<file path="src/rtl/drop_controller.sv">
`default_nettype none
// +----------------------------------------------------------------------------+
// | Module      : drop_controller                                              |
// | Description : Takes a column drop request, finds the landing row from the  |
// |               per-column fill heights, issues one valid/ready board write  |
// |               and then pulses turn_adv for the turn tracker.               |
// |               Optional macro BOARD_FULL_DETECT_EN adds a piece counter and |
// |               the board_full output.                                       |
// | Revision    : 1.0 - initial release                                        |
// +----------------------------------------------------------------------------+
module drop_controller #(
    parameter int COLS  = 7,
    parameter int ROWS  = 6,
    parameter int COL_W = 3,
    parameter int ROW_W = 3
) (
    input  logic             clk,
    input  logic             reset,
    input  logic             drop_req,
    input  logic [COL_W-1:0] drop_col,
    input  logic [1:0]       player,
    output logic             wr_valid,
    input  logic             wr_ready,
    output logic [ROW_W-1:0] wr_row,
    output logic [COL_W-1:0] wr_col,
    output logic [1:0]       wr_colour,
    output logic             turn_adv,
    output logic             reject,
    output logic             busy
`ifdef BOARD_FULL_DETECT_EN
    ,
    output logic             board_full
`endif
);

    localparam logic [COL_W:0]   c_cols = (COL_W+1)'(COLS);
    localparam logic [ROW_W-1:0] c_rows = ROW_W'(ROWS);
    localparam logic [ROW_W-1:0] c_one  = ROW_W'(1);

    typedef enum logic [2:0] {
        S_IDLE    = 3'd0,
        S_CHECK   = 3'd1,
        S_WRITE   = 3'd2,
        S_REJECT  = 3'd3,
        S_ADVANCE = 3'd4
    } state_t;

    state_t           r_state;
    state_t           w_next;

    logic [COL_W-1:0] r_col;
    logic [1:0]       r_player;
    logic [ROW_W-1:0] r_height [COLS];
    logic [ROW_W-1:0] r_wr_row;
    logic             r_wr_valid;
    logic             r_turn_adv;
    logic             r_reject;
    logic             r_busy;

    logic [ROW_W-1:0] w_height_sel;
    logic             w_col_ok;
    logic             w_col_full;
    logic             w_player_ok;
    logic             w_board_full;
    logic             w_refuse;
    logic             w_accept;
    logic             w_wr_valid_d;
    logic             w_turn_adv_d;
    logic             w_reject_d;
    logic             w_busy_d;

    // Out-of-range columns select height 0; they are refused by w_col_ok anyway.
    always_comb begin
        w_height_sel = '0;
        for (int c = 0; c < COLS; c++) begin
            if (r_col == COL_W'(c)) begin
                w_height_sel = r_height[c];
            end
        end
    end

    assign w_col_ok    = ({1'b0, r_col} < c_cols);
    assign w_col_full  = (w_height_sel == c_rows);
    assign w_player_ok = (r_player == 2'b01) || (r_player == 2'b10);
    assign w_refuse    = !w_col_ok || w_col_full || !w_player_ok || w_board_full;
    assign w_accept    = r_wr_valid && wr_ready;

    always_ff @(posedge clk or posedge reset) begin
        if (reset) begin
            r_state <= S_IDLE;
        end else begin
            r_state <= w_next;
        end
    end

    // Next state plus the next value of every registered strobe.
    always_comb begin
        w_next       = r_state;
        w_wr_valid_d = 1'b0;
        w_turn_adv_d = 1'b0;
        w_reject_d   = 1'b0;
        w_busy_d     = 1'b1;
        case (r_state)
            S_IDLE: begin
                if (drop_req) begin
                    w_next = S_CHECK;
                end
            end
            S_CHECK: begin
                w_next = w_refuse ? S_REJECT : S_WRITE;
            end
            S_WRITE: begin
                if (w_accept) begin
                    w_next = S_ADVANCE;
                end
            end
            S_REJECT: begin
                w_next = S_IDLE;
            end
            S_ADVANCE: begin
                w_next = S_IDLE;
            end
            default: begin
                w_next = S_IDLE;
            end
        endcase
        w_wr_valid_d = (w_next == S_WRITE);
        w_turn_adv_d = (w_next == S_ADVANCE);
        w_reject_d   = (w_next == S_REJECT);
        w_busy_d     = (w_next != S_IDLE);
    end

    // Strobes come straight from flops so downstream enables see no glitches.
    always_ff @(posedge clk or posedge reset) begin
        if (reset) begin
            r_wr_valid <= 1'b0;
            r_turn_adv <= 1'b0;
            r_reject   <= 1'b0;
            r_busy     <= 1'b0;
        end else begin
            r_wr_valid <= w_wr_valid_d;
            r_turn_adv <= w_turn_adv_d;
            r_reject   <= w_reject_d;
            r_busy     <= w_busy_d;
        end
    end

    always_ff @(posedge clk or posedge reset) begin
        if (reset) begin
            r_col    <= '0;
            r_player <= '0;
            r_wr_row <= '0;
        end else begin
            if (r_state == S_IDLE && drop_req) begin
                r_col    <= drop_col;
                r_player <= player;
            end
            if (r_state == S_CHECK) begin
                r_wr_row <= w_height_sel;
            end
        end
    end

    always_ff @(posedge clk or posedge reset) begin
        if (reset) begin
            for (int c = 0; c < COLS; c++) begin
                r_height[c] <= '0;
            end
        end else if (w_accept) begin
            for (int c = 0; c < COLS; c++) begin
                if (r_col == COL_W'(c) && r_height[c] != c_rows) begin
                    r_height[c] <= r_height[c] + c_one;
                end
            end
        end
    end

`ifdef BOARD_FULL_DETECT_EN
    localparam int               c_cnt_w    = $clog2(ROWS*COLS + 1);
    localparam logic [c_cnt_w-1:0] c_cells    = c_cnt_w'(ROWS*COLS);
    localparam logic [c_cnt_w-1:0] c_cells_m1 = c_cnt_w'(ROWS*COLS - 1);
    localparam logic [c_cnt_w-1:0] c_cnt_one  = c_cnt_w'(1);

    logic [c_cnt_w-1:0] r_pieces;
    logic               r_board_full;

    always_ff @(posedge clk or posedge reset) begin
        if (reset) begin
            r_pieces     <= '0;
            r_board_full <= 1'b0;
        end else if (w_accept && r_pieces != c_cells) begin
            r_pieces <= r_pieces + c_cnt_one;
            if (r_pieces == c_cells_m1) begin
                r_board_full <= 1'b1;
            end
        end
    end

    assign w_board_full = r_board_full;
    assign board_full   = r_board_full;
`else
    assign w_board_full = 1'b0;
`endif

    assign wr_valid  = r_wr_valid;
    assign wr_row    = r_wr_row;
    assign wr_col    = r_col;
    assign wr_colour = r_player;
    assign turn_adv  = r_turn_adv;
    assign reject    = r_reject;
    assign busy      = r_busy;

endmodule
`default_nettype wire

</file>
<file path="config.mk">
export PLATFORM = sky130hd
export DESIGN_NAME = drop_controller
export DESIGN_NICKNAME = d
export VERILOG_FILES = /design/src/rtl/drop_controller.sv
export SDC_FILE = /design/constraint.sdc
export NUM_CORES = 1
export LEC_CHECK = 0
export CORE_UTILIZATION = 30
export CTS_BUF_LIST = sky130_fd_sc_hd__clkbuf_16
export CTS_CLUSTER_DIAMETER = 50
export CTS_CLUSTER_SIZE = 30
export DETAILED_ROUTE_END_ITERATION = 7
export PLACE_DENSITY = 0.61
export SLEW_MARGIN = 20
export SYNTH_ARGS = -nofsm -noshare
export SYNTH_HDL_FRONTEND = slang
export SYNTH_SLANG_ARGS = --single-unit
</file>
<file path="constraint.sdc">
create_clock -name clk -period 1.6 [get_ports clk]
set_input_delay 0.24 -clock clk [delete_from_list [all_inputs] [get_ports clk]]
set_output_delay 0.24 -clock clk [all_outputs]
set_load 0.01 [all_outputs]
</file>
-- Word level (Yosys, flattened, before mapping)
Index checks and enable logic that the tools add are counted.
- flip-flop bits (word level): 36
- bits in latches: 0
- bits in writable memories: 0
- ROM bits: 0
- bits of input ports: 9
- output and inout bits: 12
- logic and storage cells: 79
- memories kept: 0
- add/subtract/negate cells: 7
- $mul: 0
- divide/modulo/power cells: 0
- $lt $le $gt $ge: 1
- equal/unequal tests: 21
- shift operators: 0
- multiplexer cells: 11
- bitwise logic cells: 0
- reduce and logical (&&, ||, !) cells: 24
- operators with widths (kind ; number):
    3-bit 2-to-1 mux ; 9
    3-bit by 1-bit adder with 3-bit output, second input constant ; 7
    3-bit inequality test, second input constant ; 7
    3-bit by 2-bit equality test with 1-bit output, second input constant ; 5
    3-bit equality test, second input constant ; 5
    2-bit AND reduction ; 7
    1-bit logical AND ; 9
    3-bit case mux with 3 select lines ; 1
    3-bit by 1-bit equality test with 1-bit output, second input constant ; 2
    3-bit zero test ; 2
    1-bit logical OR ; 3
    3-bit < comparator, second input constant ; 1
    3-bit nonzero test ; 1
    2-bit by 1-bit equality test with 1-bit output, second input constant ; 1
    2-bit equality test, second input constant ; 1
    1-bit zero test ; 2
    1-bit 2-to-1 mux ; 1

-- Longest topological paths before layout
Gate-level depths: netlist of run 1.
- word-level depth: 14
- mapped depth: 7
- gate-level depth less buffers: 6

-- Worst setup path after synthesis of run 1
No wires, ideal clock.
- path kind: register to register
- from: reg r_col[1] (netlist: wr_col[1])
- to: reg r_state[0]
- arrival: 1.522 ns
- data required time: 1.469 ns
- path slack: -0.053 ns
- cell stages (with the launch flop): 5
- path buffers: 0
- clock period less this slack: 1.653 ns
- cells stage by stage: dfrtp_1 > mux4_2 > nand2b_2 > a2111oi_4 > or3_1
- longest elaborated chain between the ends: 13
- elaborated cells on any way between the ends: 21
- ends and longest elaborated chain (item ; line ; text):
    from (decl) ; 51 ; logic [COL_W-1:0] r_col;
    from (signal assigned) ; 155 ; r_col <= drop_col;
    3-bit zero test ; 76 ; if (r_col == COL_W'(c)) begin
    3-bit 2-to-1 mux (7 in series) ; 76 ;
    3-bit equality test ; 83 ; assign w_col_full = (w_height_sel == c_rows);
    1-bit logical OR (*) (2 in series) ; 85 ; assign w_refuse = !w_col_ok || w_col_full || !w_player_ok || w_board_full;
    1-bit 2-to-1 mux (*) ; 110 ; w_next = w_refuse ? S_REJECT : S_WRITE;
    3-bit case mux with 3 select lines (*) ; 103 ; case (r_state)
    net w_next[0] ; 49 ; state_t w_next;
    to (signal assigned) ; 92 ; r_state <= w_next;
    to (decl) ; 48 ; state_t r_state;
Mark *: on every way through the listed nets, which the timed path passes. The rest lies on a longest branch.
A chain may end at the register's enable or synchronous reset.

-- Worst setup path after layout of run 1
- from: reg r_col[0] (netlist: wr_col[0])
- to: reg r_state[0]
Same word-level chain as after synthesis.

==> results of run 1 <==
==> worst max path at each step <==
stage / start / endpoint / slack [ns] / depth (start not counted)
after floorplan: wr_col[0] / r_state[0] / 0.006 / 6
after global placement: wr_col[0] / wr_valid / -0.21 / 5
after detailed placement: wr_col[0] / wr_valid / -0.16 / 5
after CTS: wr_col[0] / r_state[0] / -0.08 / 6
after global routing: wr_col[0] / r_state[0] / -0.13 / 6
final: wr_col[0] / r_state[0] / -0.1 / 6
==> cells in the mapped netlist <==
master                       n
sky130_fd_sc_hd__nor4b_1     2
sky130_fd_sc_hd__or2_0       1
sky130_fd_sc_hd__nor3_1      2
sky130_fd_sc_hd__or3_1       1
sky130_fd_sc_hd__nand2b_1    4
sky130_fd_sc_hd__buf_6       3
sky130_fd_sc_hd__o221ai_1    2
sky130_fd_sc_hd__o21ai_0     7
sky130_fd_sc_hd__mux4_2      1
sky130_fd_sc_hd__mux2_2      5
sky130_fd_sc_hd__a32o_2      1
sky130_fd_sc_hd__nor2b_1     2
sky130_fd_sc_hd__nand4_1     1
sky130_fd_sc_hd__dfrtp_1    36
sky130_fd_sc_hd__nor4b_2     1
sky130_fd_sc_hd__and3_4      1
sky130_fd_sc_hd__a2111oi_4   2
sky130_fd_sc_hd__a22oi_1     1
sky130_fd_sc_hd__buf_4       1
sky130_fd_sc_hd__a211o_1     3
sky130_fd_sc_hd__ha_1       14
sky130_fd_sc_hd__a21o_1      1
sky130_fd_sc_hd__a21boi_1    1
sky130_fd_sc_hd__nand2_1    18
sky130_fd_sc_hd__nor2_1      7
sky130_fd_sc_hd__nand2b_2    1
sky130_fd_sc_hd__o221ai_4    1
sky130_fd_sc_hd__and3_1      1
sky130_fd_sc_hd__nor3b_1     1
sky130_fd_sc_hd__o211ai_1    2
sky130_fd_sc_hd__nor2b_4     1
sky130_fd_sc_hd__xnor2_1    10
sky130_fd_sc_hd__inv_1      12
sky130_fd_sc_hd__or2_1       1
sky130_fd_sc_hd__nand3_1     3
sky130_fd_sc_hd__a21oi_1     7
sky130_fd_sc_hd__mux2_1      1
sky130_fd_sc_hd__xor2_1      4
sky130_fd_sc_hd__nand3b_1    1
sky130_fd_sc_hd__mux2i_1     4
sky130_fd_sc_hd__a211oi_1    2
sky130_fd_sc_hd__clkbuf_1    1
==> state kept, by name, summed over array words and instances, names as in the netlist <==
| signal | flops |
|---|---|
| r_height | 21 |
| r_state | 3 |
| wr_col | 3 |
| wr_row | 3 |
| wr_colour | 2 |
| busy | 1 |
| reject | 1 |
| turn_adv | 1 |
| wr_valid | 1 |
==> metrics by stage <==
step / utilization [%] / cells / instance area (µm²) / hold slack, ns / setup slack, ns
global placement: 40.2 / 293 / 2450 / 0.465 / -0.210
finish: 44.8 / 308 / 2730 / 0.326 / -0.0977
CTS: 43.8 / 306 / 2670 / 0.334 / -0.0757
floorplan: - / 171 / 1950 / 0.392 / 0.00576
detailed placement: 40.2 / 293 / 2450 / 0.475 / -0.162
global route: 44.8 / 308 / 2730 / 0.362 / -0.131
==> kinds of logic after synthesis <==
group / count (synthesis)
AND/OR/NAND/NOR: 49
flip-flops: 36
AO/OA/AOI/OAI: 30
buffers and inverters: 17
XOR/XNOR: 14
adder cells (fa/ha/maj): 14
multiplexers: 11
==> critical path, cell delays in order, from the launching register on <==
cell and delay, ns:
sky130_fd_sc_hd__dfrtp_2 0.44, sky130_fd_sc_hd__buf_4 0.15, sky130_fd_sc_hd__mux2i_2 0.14, sky130_fd_sc_hd__o221ai_1 0.21
sky130_fd_sc_hd__and3_4 0.24, sky130_fd_sc_hd__a2111oi_4 0.05, sky130_fd_sc_hd__or3_1 0.35
==> layout make-up <==
type,count,area [µm²]
Clock buffer,5,125
Fill cell,569,3370
Tap cell,75,93.8
Multi-Input combinational cell,118,1000
Clock inverter,3,42.5
Timing Repair Buffer,59,513
Inverter,12,45.0
Sequential cell,36,905
==> power breakdown <==
| group | switching, mW | leakage [nW] | internal (mW) | total, mW |
|---|---|---|---|---|
| logic | 1.09 | 0.708 | 1.48 | 2.57 |
| registers | 0.417 | 0.449 | 1.30 | 1.72 |
| clock network | 0.369 | 0.0798 | 0.731 | 1.10 |
| total | 1.87 | 1.24 | 3.51 | 5.39 |
==> routing by layer <==
metal,wire length (µm),global-route usage (%),up-vias
li1,-,-,715
met1,2050,19.1,643
met2,1620,18.0,15
met3,120,4.62,4
met4,41,3.10,0
met5,0,0,-
==> timing repair <==
item                                    in CTS  in global routing
endpoints found under the setup margin      14                 12
pin swaps                                    2                  5
buffers inserted                             5                  2
resized for setup                           10                 11
==> load_flow_metrics.sql, run 1 <==
INSERT INTO impl_metrics (metric_group, metric, value, unit) VALUES
('status', 'outcome', 'finished, violations left', ''),
('status', 'failed_checks', 'setup timing', ''),
('floorplan', 'effective_utilization_at_floorplan', '31.9', '%'),
('timing', 'final.setup.worst_slack', '-0.0977', 'ns'),
('yosys', 'post_synth_adder_cell_area', '9.00', '%'),
('floorplan', 'die_width', '82.6', 'µm'),
('yosys', 'synth_mux_area_share', '6.68', '%'),
('setup_path', 'reg2reg_slack', '-0.1', 'ns'),
('yosys', 'post_synth_main_area_contributors', 'sky130_fd_sc_hd__dfrtp_1, sky130_fd_sc_hd__ha_1, sky130_fd_sc_hd__xnor2_1', ''),
('final_layout', 'final_net_count', '255', ''),
('detailed_routing', 'drt_wl_total', '3840', 'µm'),
('setup_path', 'ff2ff_path_depth', '6', ''),
('timing', 'timing.clock.skew', '0.00331', 'ns'),
('setup_path', 'worst_setup_path_end_kind', 'register', ''),
('grt', 'grt_first_pass_wirelength', '6530', 'µm'),
('timing', 'setup_tns', '-0.241', 'ns'),
('floorplan', 'num_rows', '28', ''),
('clock_tree', 'ctsHoldBuffers', '0', ''),
('yosys', 'post_synth_and_or_nand_nor_area_fraction', '13.8', '%'),
('yosys', 'synthesis.nets', '194', ''),
('detailed_routing', 'drt_drc_violations_left', '0', ''),
('setup_path', 'worst-path-max-fanout', '6', ''),
('hold_path', 'min_path_type', 'in -> async', ''),
('power', 'max-vdd-ir-drop', '0.000952', 'V'),
('yosys', 'synth.distinct_cells', '42', ''),
('yosys', 'synth_largest_area_cell', 'sky130_fd_sc_hd__dfrtp_1', ''),
('timing', 'max_freq', '589', 'MHz'),
('floorplan', 'dieArea', '0.00682', 'mm²'),
('yosys', 'mappedNetlistArea', '0.00195', 'mm²'),
('power', 'power_density', '1970', 'mW/mm²'),
('setup_path', 'critical_path_arrival', '1.86', 'ns'),
('grt', 'grtUsageTotal', '13.0', '%'),
('timing', 'slew-limit-headroom', '76.2', '%'),
('power', 'total_power', '5.39', 'mW'),
('clock_tree', 'worst_setup_hold_path_clk_slew', '0.06', 'ns'),
('job', 'cap_viol_max_count', '0', ''),
('setup_path', 'worstSetupPathType', 'reg -> reg', ''),
('clock_tree', 'cts_buffer_count', '5', ''),
('yosys', 'synth_top_area_share', '46.3', '%'),
('clock_tree', 'max_root_sink_buffers', '2', ''),
('clock_tree', 'clock_insertion_delay_worst_skew', '0.28', 'ns'),
('clock_tree', 'cts.sink_count', '36', ''),
('timing', 'timing_max_transition_violations_final', '0', ''),
('detailed_routing', 'drt_pass1_iterations', '4', ''),
('yosys', 'synth_seq_cells', '36', ''),
('clock_tree', 'clockRootBuffer', 'sky130_fd_sc_hd__clkbuf_16', ''),
('timing', 'worst_slew_pin_slew', '0.357', 'ns'),
('yosys', 'syn_inst', '171', ''),
('grt', 'globalRouteOverflowTotal', '0', ''),
('setup_path', 'worst_setup_path_start_kind', 'register', ''),
('detailed_routing', 'wire_per_inst', '12.5', 'µm'),
('grt', 'grt_pass1_vias', '1351', ''),
('placement', 'global_placement_routability_congestion', '0.733', ''),
('final_layout', 'layout-area-overhead-vs-synth', '40.2', '%'),
('yosys', 'post_synthesis_compound_gate_area_fraction', '13.3', '%'),
('detailed_routing', 'antenna_left', '0', ''),
('yosys', 'synth_top_family_by_area', 'simple AND/OR/NAND/NOR gates', ''),
('floorplan', 'core_area', '0.00610', 'mm²'),
('yosys', 'yosysWarnings', '0', ''),
('timing', 'finalSetupViolations', '3', ''),
('timing', 'fin_crit', '1.70', 'ns'),
('final_layout', 'antenna_cells_inserted', '0', ''),
('timing', 'grt_setup_unrepaired', 'true', ''),
('final_layout', 'leading_cell_type_in_the_layout_fill_and_taps_excluded', 'sky130_fd_sc_hd__buf_4', ''),
('floorplan', 'floorplan.die.height', '82.6', 'µm'),
('clock_tree', 'cts_tree', 'done', ''),
('setup_path', 'rr_endpoint', 'r_state[0]', ''),
('yosys', 'yosys.area_share.xor_xnor', '6.30', '%'),
('yosys', 'ys_seq_area_share', '46.3', '%'),
('timing', 'hold_fails_final_rpt', '0', ''),
('final_layout', 'post_route_cells_drive_above_1_share', '31.8', '%');
Power figures use the tool's default switching activity.
==> run 2, diff against run 1 <==
- SLEW_MARGIN: 20 -> not set
==> results of run 2 <==
Final layout, timing and power as in run 1 (identical DEF).
==> run 3, diff against run 2 <==
- PLACE_DENSITY: 0.61 -> 0.6
- clock period: 1.6 -> 2 ns (I/O delays scaled with it)
==> run 3 against run 2 <==
Against the previous run:
- the flow now finishes without violations
- final area fell by 12%
- wire length shrank 4.9%
- global-route usage decreased by 0.17 points
- total power is 31% lower
- clock skew is 0.0022 ns higher
- non-clock buffer count decreased by 31
- critical path type is now reg -> out
- critical endpoint is now wr_col[1]
- largest cell class unchanged
==> load_flow_metrics.sql, run 3 (synthesized netlist as in run 1, its figures left out) <==
INSERT INTO impl_metrics (metric_group, metric, value, unit) VALUES
('setup_path', 'worst_setup_path_start_kind', 'register', ''),
('clock_tree', 'clockRootBuffer', 'sky130_fd_sc_hd__clkbuf_16', ''),
('timing', 'min_period_over_period', '94.4', '%'),
('final_layout', 'largest_register_ffs', '21', ''),
('floorplan', 'boundaryPins', '21', ''),
('final_layout', 'antenna_cells_inserted', '0', ''),
('power', 'combPwrFrac', '41.8', '%'),
('power', 'clkPwrFrac', '19.7', '%'),
('clock_tree', 'cts_max_level', '2', ''),
('setup_path', 'timing.critical_path.required', '1.70', 'ns'),
('timing', 'hold_fails_final_rpt', '0', ''),
('job', 'cap_viol_max_count', '0', ''),
('detailed_routing', 'drt_iter0_drc', '92', ''),
('grt', 'grt_antenna_before_repair', '0', ''),
('setup_path', 'worst_setup_path_end_kind', 'output pin', ''),
('final_layout', 'largest_register', 'r_height', ''),
('timing', 'setup_tns', '0', 'ns'),
('placement', 'global_placement_routability_congestion', '0.767', ''),
('grt', 'grtUsageTotal', '12.8', '%'),
('grt', 'grt_start_max_net_pins', '37', ''),
('clock_tree', 'worst_setup_hold_path_clk_slew', '0.06', 'ns'),
('power', 'max-vdd-ir-drop', '0.000906', 'V'),
('detailed_routing', 'vias_per_cell', '4.71', ''),
('clock_tree', 'clock_insertion_delay_worst_skew', '0.28', 'ns'),
('floorplan', 'floorplan.die.height', '82.6', 'µm'),
('detailed_routing', 'drt_drc_violations_left', '0', ''),
('floorplan', 'num_rows', '28', ''),
('power', 'seq_power_share', '38.5', '%'),
('final_layout', 'layout-area-overhead-vs-synth', '23.5', '%'),
('setup_path', 'worstPathCellList', 'buf_4 -> buf_4 -> clkdlybuf4s50_1', ''),
('setup_path', 'worstSetupPathType', 'reg -> out', ''),
('final_layout', 'fill_cells', '611', ''),
('power', 'internal_power', '2.32', 'mW'),
('floorplan', 'effective_utilization_at_floorplan', '31.9', '%'),
('timing', 'slew-limit-headroom', '69.2', '%'),
('grt', 'globalRouteOverflowTotal', '0', ''),
('detailed_routing', 'wire_per_inst', '13.2', 'µm'),
('setup_path', 'cp.buffers_inverters', '3', ''),
('timing', 'max_freq', '530', 'MHz'),
('setup_path', 'crit_slowest_cell', 'sky130_fd_sc_hd__clkdlybuf4s50_1', ''),
('timing', 'worst_slew_pin_slew', '0.462', 'ns'),
('floorplan', 'core_area', '0.00610', 'mm²'),
('detailed_routing', 'vias', '1299', ''),
('timing', 'fin_crit', '1.89', 'ns'),
('floorplan', 'dieArea', '0.00682', 'mm²'),
('timing', 'final.setup.worst_slack', '0.112', 'ns'),
('setup_path', 'worst-path-max-fanout', '9', ''),
('setup_path', 'critical-path-top-cell-by-count', 'sky130_fd_sc_hd__buf_4', ''),
('timing', 'timing_max_transition_violations_final', '0', ''),
('hold_path', 'min_path_type', 'in -> async', ''),
('final_layout', 'seqCellArea', '902', 'µm²'),
('timing', 'timing.clock.skew', '0.00553', 'ns'),
('grt', 'grt_pass1_vias', '1343', ''),
('final_layout', 'multiInputGateArea', '956', 'µm²'),
('placement', 'placement.io_buffers', '20', ''),
('final_layout', 'commonest_cells_after_routing_fill_and_taps_aside', 'sky130_fd_sc_hd__dfrtp_1, sky130_fd_sc_hd__clkdlybuf4s50_1, sky130_fd_sc_hd__nand2_1', ''),
('detailed_routing', 'drt_wl_total', '3650', 'µm'),
('clock_tree', 'cts.sink_count', '36', ''),
('detailed_routing', 'drt_pass1_iterations', '4', ''),
('status', 'outcome', 'finished clean', ''),
('setup_path', 'timing.critical_path.max_delay_family', 'buffers and inverters', ''),
('final_layout', 'leading_cell_type_in_the_layout_fill_and_taps_excluded', 'sky130_fd_sc_hd__dfrtp_1', ''),
('timing', 'grt_setup_unrepaired', 'false', ''),
('timing', 'finalSetupViolations', '0', ''),
('power', 'p_leak', '1.07', 'nW'),
('grt', 'grt_first_pass_wirelength', '6350', 'µm'),
('power', 'netSwitchingPower', '1.37', 'mW'),
('power', 'power_density', '1540', 'mW/mm²'),
('final_layout', 'final_net_count', '224', ''),
('setup_path', 'critPathMaxStageDelay', '0.53', 'ns'),
('placement', 'post-dp-hpwl', '2610', 'µm'),
('clock_tree', 'max_root_sink_buffers', '2', ''),
('clock_tree', 'cts_buffer_count', '5', ''),
('floorplan', 'die_width', '82.6', 'µm'),
('clock_tree', 'post_cts.repair.setup_buffers', '0', ''),
('detailed_routing', 'antenna_left', '0', ''),
('clock_tree', 'cts_tree', 'done', ''),
('setup_path', 'critical_path_arrival', '1.59', 'ns'),
('clock_tree', 'ctsHoldBuffers', '0', ''),
('placement', 'pre_cts_slack', '0.188', 'ns'),
('final_layout', 'post_route_cells_drive_above_1_share', '14.4', '%'),
('power', 'switching_share_of_power', '37.2', '%');
-- run 3: layout make-up --
| class | instances | area share, % |
|---|---|---|
| Multi-Input combinational cell | 118 | 39.8 |
| Sequential cell | 36 | 37.5 |
| Timing Repair Buffer | 28 | 11.3 |
| Clock buffer | 5 | 5.21 |
| Tap cell | 75 | 3.90 |
| Inverter | 12 | 1.87 |
| Clock inverter | 2 | 0.364 |
-- run 3: path summary, 6_finish.rpt --
| path | startpoint | slack (ns) | cells past startpoint | end |
|---|---|---|---|---|
| setup / recovery | wr_col[1] | 0.11 | 3 | wr_col[1] |
| hold / removal | reset | 0.43 | 3 | wr_row[2] |
| setup reg to reg | wr_col[0] | 0.22 | 6 | r_state[0] |
| hold reg to reg | wr_row[2] | 0.48 | 2 | wr_row[2] |
| max in group asynchronous | reset | 1.21 | 3 | wr_col[1] |
| min in group clk | wr_row[2] | 0.48 | 2 | wr_row[2] |
-- run 3: what timing repair did --
action,4_1_cts,5_1_grt
gates resized for setup,1,0
endpoints found under the hold margin,0,0
setup endpoints to repair,1,0
-- run 3: layer usage --
layer	part of all wire (%)	routed length [µm]	GRT usage, %
met5	0	0	0
met4	1.2	42	5.17
met3	3.4	123	4.29
met2	43	1570	18.4
met1	52	1910	17.6
-- run 3: power by group through the flow --
stage | clock network (mW) | logic [mW] | registers (mW)
2_1_floorplan | 0 | 1.08 | 1.36
3_3_place_gp | 0 | 1.54 | 1.43
3_5_place_dp | 0 | 1.56 | 1.43
4_1_cts | 0.747 | 1.57 | 1.42
5_1_grt | 0.776 | 1.75 | 1.48
6_report | 0.728 | 1.55 | 1.42
-- run 3: worst min-delay path, stage by stage --
cell and delay, ns:
sky130_fd_sc_hd__clkdlybuf4s50_1 0.39, sky130_fd_sc_hd__inv_1 0.05, sky130_fd_sc_hd__buf_4 0.40
-- run 3: stage by stage --
step | total power, mW | std cells | hold WS, ns | cell area (µm²) | util, %
after floorplan | 2.44 | 171 | 0.452 | 1950 | -
after global placement | 2.96 | 269 | 0.461 | 2270 | 37.2
after detailed placement | 2.99 | 269 | 0.484 | 2270 | 37.2
after CTS | 3.74 | 276 | 0.455 | 2400 | 39.4
after global routing | 4.01 | 276 | 0.507 | 2400 | 39.4
final | 3.70 | 276 | 0.431 | 2400 | 39.4
